--- src/rtl/extram_arb_pkg.sv ---
// extram_arb_pkg
//   Shared types and constants for the external SRAM arbiter:
//   bus widths, access FSM state enum, owner encodings and the
//   default wait-state / DMA burst-limit parameter values.
package extram_arb_pkg;

  localparam int ADDR_W = 16;
  localparam int DATA_W = 32;
  localparam int STRB_W = 4;

  localparam int WAIT_STATES_DEF   = 1;
  localparam int DMA_BURST_MAX_DEF = 8;

  localparam logic OWNER_CPU = 1'b0;
  localparam logic OWNER_DMA = 1'b1;

  typedef enum logic [1:0] {
    IDLE   = 2'd0,
    ACCESS = 2'd1,
    DONE   = 2'd2
  } arb_state_e;

endpackage

--- src/rtl/extram_arb_if.sv ---
// extram_arb_if
//   One requester port of the SRAM arbiter (CPU or DMA).
//   valid : request, held until ready
//   addr  : word address
//   wdata : write data
//   wstrb : byte strobes, 0 = read
//   ready : one-cycle completion pulse
//   rdata : read data, valid while ready=1, held until next completion
//   master modport = requester side, slave modport = arbiter side.
interface extram_arb_if;
  import extram_arb_pkg::*;

  logic              valid;
  logic [ADDR_W-1:0] addr;
  logic [DATA_W-1:0] wdata;
  logic [STRB_W-1:0] wstrb;
  logic              ready;
  logic [DATA_W-1:0] rdata;

  modport master (output valid, addr, wdata, wstrb, input ready, rdata);
  modport slave  (input valid, addr, wdata, wstrb, output ready, rdata);

endinterface

--- src/rtl/extram_arb_pick.sv ---
// extram_arb_pick
//   Winner select between CPU and DMA plus the saturating count of
//   consecutive DMA grants.
//   clk, nrst  : clock, async active-low reset
//   cpu_valid  : CPU request pending
//   dma_valid  : DMA request pending
//   grant      : the FSM takes the current winner this cycle
//   win_dma    : 1 = DMA wins, 0 = CPU wins (combinational)
module extram_arb_pick
  import extram_arb_pkg::*;
#(
  parameter int DMA_BURST_MAX = DMA_BURST_MAX_DEF
) (
  input  logic clk,
  input  logic nrst,
  input  logic cpu_valid,
  input  logic dma_valid,
  input  logic grant,
  output logic win_dma
);

  localparam int CNT_W = $clog2(DMA_BURST_MAX + 1);
  localparam logic [CNT_W-1:0] RUN_MAX = CNT_W'(DMA_BURST_MAX);

  logic [CNT_W-1:0] run_cnt;

  // DMA has priority until it has used up its burst allowance while the
  // CPU is waiting. A lone DMA requester is never held off.
  always_comb begin
    win_dma = 1'b0;
    if (dma_valid && !(cpu_valid && (run_cnt == RUN_MAX))) begin
      win_dma = 1'b1;
    end
  end

  always_ff @(posedge clk or negedge nrst) begin
    if (!nrst) begin
      run_cnt <= '0;
    end else if (grant) begin
      if (win_dma) begin
        if (run_cnt != RUN_MAX) begin
          run_cnt <= run_cnt + CNT_W'(1);
        end
      end else begin
        run_cnt <= '0;
      end
    end
  end

endmodule

--- src/rtl/extram_arbiter.sv ---
// extram_arbiter
//   Shares one external 32-bit SRAM port between the CPU and a DMA
//   requester. Each access holds the SRAM for WAIT_STATES+1 cycles,
//   then pulses the owner's ready for one cycle.
//   clk, nrst      : clock, async active-low reset
//   cpu_bus        : CPU requester port (slave side)
//   dma_bus        : DMA requester port (slave side)
//   extram_a       : SRAM word address
//   extram_d_out   : SRAM write data
//   extram_d_in    : SRAM read data
//   extram_cs      : SRAM select
//   extram_oe      : SRAM output enable (reads only)
//   extram_wstrb   : SRAM byte write enables
//   busy           : access in progress (ACCESS or DONE)
//   owner          : last granted requester, 0 = CPU, 1 = DMA
//
//   state  | meaning
//   IDLE   | no access; arbitrate and latch winner's request
//   ACCESS | SRAM selected; wait counter runs down to 0
//   DONE   | owner's ready pulse; SRAM deselected
module extram_arbiter
  import extram_arb_pkg::*;
#(
  parameter int WAIT_STATES   = WAIT_STATES_DEF,
  parameter int DMA_BURST_MAX = DMA_BURST_MAX_DEF
) (
  input  logic              clk,
  input  logic              nrst,
  extram_arb_if.slave       cpu_bus,
  extram_arb_if.slave       dma_bus,
  output logic [ADDR_W-1:0] extram_a,
  output logic [DATA_W-1:0] extram_d_out,
  input  logic [DATA_W-1:0] extram_d_in,
  output logic              extram_cs,
  output logic              extram_oe,
  output logic [STRB_W-1:0] extram_wstrb,
  output logic              busy,
  output logic              owner
);

  localparam logic [3:0] WAIT_LOAD = 4'(WAIT_STATES);

  arb_state_e state_q, state_d;

  logic              grant;
  logic              finish;
  logic              win_dma;
  logic              req_any;

  logic [ADDR_W-1:0] sel_addr;
  logic [DATA_W-1:0] sel_wdata;
  logic [STRB_W-1:0] sel_wstrb;

  logic [3:0]        wait_q;
  logic [ADDR_W-1:0] a_q;
  logic [DATA_W-1:0] d_out_q;
  logic [STRB_W-1:0] wstrb_q;
  logic              cs_q;
  logic              oe_q;
  logic              busy_q;
  logic              owner_q;
  logic              cpu_ready_q;
  logic              dma_ack_q;
  logic [DATA_W-1:0] cpu_rdata_q;
  logic [DATA_W-1:0] dma_rdata_q;

  assign req_any = cpu_bus.valid | dma_bus.valid;

  extram_arb_pick #(
    .DMA_BURST_MAX(DMA_BURST_MAX)
  ) u_pick (
    .clk      (clk),
    .nrst     (nrst),
    .cpu_valid(cpu_bus.valid),
    .dma_valid(dma_bus.valid),
    .grant    (grant),
    .win_dma  (win_dma)
  );

  assign sel_addr  = win_dma ? dma_bus.addr  : cpu_bus.addr;
  assign sel_wdata = win_dma ? dma_bus.wdata : cpu_bus.wdata;
  assign sel_wstrb = win_dma ? dma_bus.wstrb : cpu_bus.wstrb;

  always_ff @(posedge clk or negedge nrst) begin
    if (!nrst) begin
      state_q <= IDLE;
    end else begin
      state_q <= state_d;
    end
  end

  always_comb begin
    state_d = state_q;
    grant   = 1'b0;
    finish  = 1'b0;
    case (state_q)
      IDLE: begin
        if (req_any) begin
          grant   = 1'b1;
          state_d = ACCESS;
        end
      end
      ACCESS: begin
        if (wait_q == 4'd0) begin
          finish  = 1'b1;
          state_d = DONE;
        end
      end
      DONE: begin
        state_d = IDLE;
      end
      default: begin
        state_d = IDLE;
      end
    endcase
  end

  // Every pin-facing signal is a register loaded on the grant/finish
  // strobes, so nothing on the SRAM side follows the request inputs
  // combinationally.
  always_ff @(posedge clk or negedge nrst) begin
    if (!nrst) begin
      wait_q      <= '0;
      a_q         <= '0;
      d_out_q     <= '0;
      wstrb_q     <= '0;
      cs_q        <= 1'b0;
      oe_q        <= 1'b0;
      busy_q      <= 1'b0;
      owner_q     <= OWNER_CPU;
      cpu_ready_q <= 1'b0;
      dma_ack_q   <= 1'b0;
      cpu_rdata_q <= '0;
      dma_rdata_q <= '0;
    end else begin
      cpu_ready_q <= 1'b0;
      dma_ack_q   <= 1'b0;
      if (grant) begin
        owner_q <= win_dma ? OWNER_DMA : OWNER_CPU;
        a_q     <= sel_addr;
        d_out_q <= sel_wdata;
        wstrb_q <= sel_wstrb;
        oe_q    <= (sel_wstrb == '0);
        cs_q    <= 1'b1;
        busy_q  <= 1'b1;
        wait_q  <= WAIT_LOAD;
      end else if (finish) begin
        cs_q    <= 1'b0;
        oe_q    <= 1'b0;
        wstrb_q <= '0;
        if (owner_q == OWNER_DMA) begin
          dma_rdata_q <= extram_d_in;
          dma_ack_q   <= 1'b1;
        end else begin
          cpu_rdata_q <= extram_d_in;
          cpu_ready_q <= 1'b1;
        end
      end else if (state_q == ACCESS) begin
        wait_q <= wait_q - 4'd1;
      end else if (state_q == DONE) begin
        busy_q <= 1'b0;
      end
    end
  end

  assign extram_a      = a_q;
  assign extram_d_out  = d_out_q;
  assign extram_wstrb  = wstrb_q;
  assign extram_cs     = cs_q;
  assign extram_oe     = oe_q;
  assign busy          = busy_q;
  assign owner         = owner_q;

  assign cpu_bus.ready = cpu_ready_q;
  assign cpu_bus.rdata = cpu_rdata_q;
  assign dma_bus.ready = dma_ack_q;
  assign dma_bus.rdata = dma_rdata_q;

endmodule

--- src/flat_wrapper.sv ---
// flat-port wrapper written by rule: the top's interface ports become plain ports
module extram_arbiter_flat import extram_arb_pkg::*;
#(
  parameter int WAIT_STATES   = WAIT_STATES_DEF,
  parameter int DMA_BURST_MAX = DMA_BURST_MAX_DEF
)
  (clk, nrst, extram_a, extram_d_out, extram_d_in, extram_cs, extram_oe, extram_wstrb, busy, owner, cpu_bus_valid, cpu_bus_addr, cpu_bus_wdata, cpu_bus_wstrb, cpu_bus_ready, cpu_bus_rdata, dma_bus_valid, dma_bus_addr, dma_bus_wdata, dma_bus_wstrb, dma_bus_ready, dma_bus_rdata);
  extram_arb_if cpu_bus_i ();
  extram_arb_if dma_bus_i ();
  input  logic clk;
  input  logic nrst;
  output logic [ADDR_W-1:0] extram_a;
  output logic [DATA_W-1:0] extram_d_out;
  input  logic [DATA_W-1:0] extram_d_in;
  output logic extram_cs;
  output logic extram_oe;
  output logic [STRB_W-1:0] extram_wstrb;
  output logic busy;
  output logic owner;
  input wire logic [$bits(cpu_bus_i.valid)-1:0] cpu_bus_valid;
  input wire logic [$bits(cpu_bus_i.addr)-1:0] cpu_bus_addr;
  input wire logic [$bits(cpu_bus_i.wdata)-1:0] cpu_bus_wdata;
  input wire logic [$bits(cpu_bus_i.wstrb)-1:0] cpu_bus_wstrb;
  output wire logic [$bits(cpu_bus_i.ready)-1:0] cpu_bus_ready;
  output wire logic [$bits(cpu_bus_i.rdata)-1:0] cpu_bus_rdata;
  input wire logic [$bits(dma_bus_i.valid)-1:0] dma_bus_valid;
  input wire logic [$bits(dma_bus_i.addr)-1:0] dma_bus_addr;
  input wire logic [$bits(dma_bus_i.wdata)-1:0] dma_bus_wdata;
  input wire logic [$bits(dma_bus_i.wstrb)-1:0] dma_bus_wstrb;
  output wire logic [$bits(dma_bus_i.ready)-1:0] dma_bus_ready;
  output wire logic [$bits(dma_bus_i.rdata)-1:0] dma_bus_rdata;
  assign cpu_bus_i.valid = cpu_bus_valid;
  assign cpu_bus_i.addr = cpu_bus_addr;
  assign cpu_bus_i.wdata = cpu_bus_wdata;
  assign cpu_bus_i.wstrb = cpu_bus_wstrb;
  assign cpu_bus_ready = cpu_bus_i.ready;
  assign cpu_bus_rdata = cpu_bus_i.rdata;
  assign dma_bus_i.valid = dma_bus_valid;
  assign dma_bus_i.addr = dma_bus_addr;
  assign dma_bus_i.wdata = dma_bus_wdata;
  assign dma_bus_i.wstrb = dma_bus_wstrb;
  assign dma_bus_ready = dma_bus_i.ready;
  assign dma_bus_rdata = dma_bus_i.rdata;
  extram_arbiter #(.WAIT_STATES(WAIT_STATES), .DMA_BURST_MAX(DMA_BURST_MAX)) u_core (.clk(clk), .nrst(nrst), .cpu_bus(cpu_bus_i), .dma_bus(dma_bus_i), .extram_a(extram_a), .extram_d_out(extram_d_out), .extram_d_in(extram_d_in), .extram_cs(extram_cs), .extram_oe(extram_oe), .extram_wstrb(extram_wstrb), .busy(busy), .owner(owner));
endmodule
--- config.mk ---
export PLATFORM = sky130hd
export DESIGN_NAME = extram_arbiter_flat
export DESIGN_NICKNAME = d
export VERILOG_FILES = /design/src/rtl/extram_arb_pkg.sv /design/src/rtl/extram_arb_if.sv /design/src/rtl/extram_arb_pick.sv /design/src/rtl/extram_arbiter.sv /design/src/flat_wrapper.sv
export SDC_FILE = /design/constraint.sdc
export NUM_CORES = 1
export LEC_CHECK = 0
export CAP_MARGIN = 20
export CORE_ASPECT_RATIO = 0.9
export CORE_UTILIZATION = 48
export CTS_BUF_LIST = sky130_fd_sc_hd__clkbuf_8
export DETAILED_ROUTE_END_ITERATION = 10
export PLACE_DENSITY = 0.95
export SYNTH_ARGS = -nofsm -noshare
export SYNTH_HDL_FRONTEND = slang
export SYNTH_SLANG_ARGS = --single-unit
--- constraint.sdc ---
create_clock -name clk -period 5.1 [get_ports clk]
set_clock_uncertainty 0.1 [all_clocks]
set_input_delay 0.51 -clock clk [delete_from_list [all_inputs] [get_ports clk]]
set_output_delay 0.51 -clock clk [all_outputs]
set_load 0.01 [all_outputs]
Word-level counts from Yosys, hierarchy flattened. Index checks and enable logic that the tools add are counted.

Register bits: 132. Bits of input ports: 140. Logic and storage cells: 75.

Add/subtract/negate cells: 2. Eq/ne operators: 9. Mux-type cells: 32. Bitwise operators: 3. Reduce and logical (&&, ||, !) cells: 15.

Operators by type and width (count): $mux W32 (1); $mux W4 (8); $mux W1 (19); $mux W16 (1); $reduce_and A3 Y1 (3); $logic_not A4 Y1 (2); $ne A2 B1 Y1 const B (4); $reduce_and A2 Y1 (3); $reduce_bool A2 Y1 (3); $add A4 B1 Y4 const B (1); $eq A4 B4 Y1 const B (1); $mux W2 (2); $ne A4 B4 Y1 const B (1); $pmux W2 S2 (1); $sub A4 B1 Y4 const B (1); $eq A2 B1 Y1 const B (1); $eq A2 B2 Y1 const B (1); $logic_and A1 B1 Y1 (2); $logic_not A2 Y1 (1); $ne A2 B2 Y1 const B (1); $not A1 Y1 (2); $logic_not A1 Y1 (1); $or A1 B1 Y1 (1).

Logic depth before layout (Yosys ltp).
Word-level depth: 8. Mapped depth: 8.

Cells and area by module. From an unflattened synthesis, not the netlist that was laid out.

Cell total of the unflattened synthesis: 443. Area total of the unflattened synthesis: 5793.1 sq um.

By module, submodules not included: extram_arbiter (instances 1, cells each 419, area an instance 5545.3 sq um, sequential area each 3203.1 sq um); extram_arb_pick (instances 1, cells each 24, area an instance 247.7 sq um, sequential area each 100.1 sq um).

Worst setup path after synthesis. Ideal clock, no wire load.

Kind: flip-flop to flip-flop. Start point: register u_core.wait_q[0]. End point: register u_core.wait_q[0]. Library setup time: 0.125 ns. Arrival time: 1.623 ns. Data required time: 4.875 ns. Path slack: 3.253 ns. Stages on the path, launching flop included: 6. Path buffers: 0. Period minus slack after synthesis: 1.847 ns. Cell sequence: dfrtp_1 inv_1 ha_1 or3b_2 o2bb2ai_1 mux2_2.

Longest elaborated chain between the ends: 5. Elaborated cells on any way between the ends: 9. Classes of those cells: add/sub (1); eq/ne (1); mux (5); reduce/logical (2).

RTL lines: start: declaration (line extram_arbiter.sv:54) `logic [3:0] wait_q;`; start signal: assignment (line extram_arbiter.sv:159) `wait_q <= wait_q - 4'd1;`; branches (longest 5 deep; another with $sub A4 B1 Y4).

Parallel ways; which one is timed is not known. The select of a mux whose other input is x is not followed. A chain may end at the register's enable or synchronous reset.

Worst setup path after layout.
Start point: register u_core.state_q[1]. End point: register u_core.cpu_rdata_q[20], in the netlist u_core.cpu_bus.rdata[20].

Longest elaborated chain between the ends: 4. Elaborated cells on any way between the ends: 6. Classes of those cells: eq/ne (1); mux (2); bitwise (1); reduce/logical (2).

RTL lines: start: declaration (line extram_arbiter.sv:43) `arb_state_e state_q, state_d;`; start signal: assignment (line extram_arbiter.sv:88) `state_q <= state_d;`; $logic_not A2 Y1 (line extram_arbiter.sv:96) `case (state_q)`; $mux W1 (line extram_arbiter.sv:96); $not A1 Y1 (no source line); $reduce_and A3 Y1 (no source line) *; end signal: assignment (line extram_arbiter.sv:155) `cpu_rdata_q <= extram_d_in;`; end: declaration (line extram_arbiter.sv:64) `logic [DATA_W-1:0] cpu_rdata_q;`.

Every way passes the cells marked *; elsewhere a longest branch is shown, timed or not.

==> reports/summary.txt <==
========================================================================================
Die boundary width ........................................................       122 um
Number of I/O port buffers ................................................          261
Mean instance size in the synthesized netlist .............................     11.8 um2
R2R Setup Slk .............................................................      2.41 ns
Detailed Routing Iterations Pass 1 ........................................            7
GRT overflow ..............................................................            0
Die area ..................................................................    13500 um2
Total Neg Setup Slack .....................................................         0 ns
Wirelength, routed ........................................................      18.7 mm
Endpoint of the lowest-slack register-to-register path .................... u_core.cpu_bus.rdata[20]$_DFFE_PN0P_
Layout overhead on the synthesized area ...................................        49.4%
# resized after CTS .......................................................            0
Path category of the worst min-delay check ................................      reg2reg
Share of cells above drive strength 1 .....................................        14.7%
Max Fanout on Critical Path ...............................................           64
Sequential area share after synthesis .....................................        52.9%
Pins over their slew limit ................................................            0
Unrepaired setup endpoints after global routing ...........................           no
Total power draw ..........................................................      5.69 mW
Reg-to-Reg Start .......................................................... u_core.state_q[1]$_DFFE_PN0P_
Via count of the first global-routing pass ................................         5470
Number of cells after detailed placement ..................................          898
Post-synth EDFFs ..........................................................            0
Chip Height ...............................................................       110 um
Largest net degree at the start of global routing .........................           72
Number of cells on the worst hold path ....................................            1
Crit end category .........................................................     register
Top cell type's share of synthesized area .................................        52.9%
Setup fix buffers added after clock tree synthesis ........................            0
Leak ......................................................................      3.91 nW
Row count .................................................................           39
Count of synthesis-stage warnings from yosys ..............................            0
Crit path required time ...................................................      5.31 ns
Std-Cell Core Area ........................................................    12700 um2
Global-route wire length before repair ....................................      28.0 mm
Final worst setup slack ...................................................      2.41 ns
Worst EP arrival ..........................................................      2.90 ns
Number of storage elements in the synthesis netlist .......................          132
Antenna Cells .............................................................            0
HPWL Detailed .............................................................      12.8 mm
Number of nets with antenna violations after detailed routing .............            0
Worst supply voltage drop on vdd ..........................................       342 uV
CTS tree ..................................................................          yes
Via total after detailed routing ..........................................         5577
Pwr/cell area .............................................................   610 nW/um2
Rel. slew slack ...........................................................        26.2%
Drt wl/cell ...............................................................      20.0 um
Nature of the critical path startpoint ....................................     register
Post-Syn Area .............................................................     6250 um2
Maximum achievable frequency ..............................................      372 MHz
Antenna violations before repair ..........................................            0
Most area-consuming cells after synthesis ................................. sky130_fd_sc_hd__dfrtp_1, sky130_fd_sc_hd__mux2_4, sky130_fd_sc_hd__o2111ai_1
# setup viols final .......................................................            0
Unique cell type count in the Yosys netlist ...............................           35
Portion of the clock cycle consumed by the worst path in the final layout .        52.8%
Flip-flop cell with the highest count after synthesis ..................... sky130_fd_sc_hd__dfrtp_1
Number of H-tree branching levels .........................................            4
Cell at the root of the clock tree ........................................ sky130_fd_sc_hd__clkbuf_8
Drc violations ............................................................            0
Buffers from clock root to sink, at most ..................................            2
Worst setup path startpoint ............................................... u_core.state_q[1]$_DFFE_PN0P_
Result of the run ......................................................... complete, no violations
Number of primary I/O pins ................................................          262
DP Worst Slack ............................................................      2.18 ns
Number of buffers inserted for hold repair after clock tree synthesis .....            1
Reg2Reg Depth .............................................................            3
Most area-hungry cell type in the Yosys netlist ........................... sky130_fd_sc_hd__dfrtp_1
Clk_lat worst skew ........................................................      0.43 ns
Total GRT Usage ...........................................................        27.1%
Via/cell ratio ............................................................         5.98
Register clock-pin slew on the reported worst setup and hold paths ........      0.08 ns
FFs w/ async S/R, synth ...................................................         100%
Final period demand of the worst path .....................................      2.69 ns
Global placement routability congestion ...................................        0.875
Number of maximum-capacitance violations ..................................            0
Actual slew at the worst max-slew pin .....................................      1.11 ns
Nets in the synthesized netlist ...........................................          674
Initial Utilization .......................................................        49.2%
End of the critical path .................................................. u_core.cpu_bus.rdata[20]$_DFFE_PN0P_
DRC violation total after the first TritonRoute iteration .................          548
Final hold viol count .....................................................            0
Setup CP Type .............................................................      reg2reg
Number of sinks driven by the clock tree ..................................          132
Total Nets Final ..........................................................          900
Post-route non-filler standard cell count .................................          933
Clock buffers created by TritonCTS ........................................           17
Post-synthesis cell count .................................................          530
========================================================================================
power breakdown:
part	internal, mW	switching (mW)	leakage, nW
sequential	1.56	0.371	1.59
clock	0.558	0.411	0.225
combinational	1.54	1.26	2.10
total	3.66	2.04	3.91
registers in the layout, indices dropped and copies added, names as in the netlist, 2 cells and up:
| name | count |
|---|---|
| u_core.dma_bus.rdata | 32 |
| u_core.state_q | 2 |
| u_core.u_pick.run_cnt | 4 |
| u_core.extram_d_out | 32 |
| u_core.cpu_bus.rdata | 32 |
| u_core.extram_wstrb | 4 |
| u_core.wait_q | 4 |
| u_core.extram_a | 16 |
layout make-up:
type | count | area, um2
clock buffers | 19 | 262
clock inverters | 13 | 183
fillers | 842 | 3360
inverters | 10 | 37.5
multi-input cells | 327 | 2640
flip-flops and latches | 132 | 3300
well taps | 164 | 205
repair buffers | 268 | 2700
cell families (layout without fill, tap and decap cells):
family / Yosys count / count (layout) / share of synthesized area (%)
flops: 132 / 132 / 52.9
simple gates: 129 / 129 / 12.6
mux: 68 / 68 / 14.7
buf+inv: 71 / 310 / 5.17
compound gates: 126 / 126 / 13.8
fa+ha+maj: 4 / 4 / 0.801
Yosys cell counts, drive strengths merged (2+ instances only):
| cell type | number |
|---|---|
| nand3 | 54 |
| nor2 | 2 |
| o21ai | 59 |
| inv | 10 |
| mux2i | 3 |
| nor4b | 3 |
| o2111ai | 53 |
| o31ai | 2 |
| ha | 4 |
| clkbuf | 47 |
| nor4 | 2 |
| mux2 | 65 |
| dfrtp | 132 |
| nor2b | 3 |
| nand4b | 3 |
| nand4 | 55 |
| buf | 14 |
| nand2 | 2 |
| o211ai | 7 |
metrics by stage:
step | cell area, um2 | hold slack [ns] | util [%]
after floorplan | 6250 | 0.114 | -
after global placement | 8820 | 0.388 | 69.5
after detailed placement | 8820 | 0.392 | 69.5
after CTS | 9280 | 0.410 | 73.1
after global routing | 9330 | 0.417 | 73.5
final | 9330 | 0.409 | 73.5
routing by layer:
metal	wire length [um]	GRT usage, %	up-vias
met5	0	0	-
met4	563	12.5	0
met3	1190	5.71	49
met2	9790	46.1	304
met1	7140	33.2	2726
li1	-	-	2498
how the worst min path moves through the flow:
stage | start | to | slack [ns]
2_1_floorplan | nrst | u_core.busy$_DFFE_PN0P_ | 0.11
3_3_place_gp | u_core.dma_bus.rdata[28]$_DFFE_PN0P_ | u_core.dma_bus.rdata[28]$_DFFE_PN0P_ | 0.39
3_5_place_dp | u_core.dma_bus.rdata[28]$_DFFE_PN0P_ | u_core.dma_bus.rdata[28]$_DFFE_PN0P_ | 0.39
4_1_cts | u_core.dma_bus.rdata[10]$_DFFE_PN0P_ | u_core.dma_bus.rdata[10]$_DFFE_PN0P_ | 0.41
5_1_grt | u_core.dma_bus.rdata[10]$_DFFE_PN0P_ | u_core.dma_bus.rdata[10]$_DFFE_PN0P_ | 0.42
6_report | u_core.dma_bus.rdata[11]$_DFFE_PN0P_ | u_core.dma_bus.rdata[11]$_DFFE_PN0P_ | 0.41
placed cells by master, fill, tap and decap left out, types with 3 or more instances in the layout:
master	count
sky130_fd_sc_hd__dfrtp_1	131
sky130_fd_sc_hd__o211ai_1	7
sky130_fd_sc_hd__mux2_2	24
sky130_fd_sc_hd__bufinv_16	4
sky130_fd_sc_hd__ha_1	4
sky130_fd_sc_hd__clkinv_4	3
sky130_fd_sc_hd__nand4_1	55
sky130_fd_sc_hd__clkdlybuf4s50_1	258
sky130_fd_sc_hd__o2111ai_1	53
sky130_fd_sc_hd__mux2i_1	3
sky130_fd_sc_hd__nand4b_1	3
sky130_fd_sc_hd__nand3_1	52
sky130_fd_sc_hd__nor2b_1	3
sky130_fd_sc_hd__o21ai_0	59
sky130_fd_sc_hd__mux2_4	41
sky130_fd_sc_hd__inv_1	11
sky130_fd_sc_hd__buf_4	4
sky130_fd_sc_hd__clkbuf_8	19
critical path, stage by stage (launching register included):
cell and delay [ns]:
sky130_fd_sc_hd__dfrtp_2 0.77, sky130_fd_sc_hd__nor4b_4 0.57, sky130_fd_sc_hd__nand3_4 0.58, sky130_fd_sc_hd__mux2_4 0.51
Note: power is estimated with default switching activity, not from simulation.
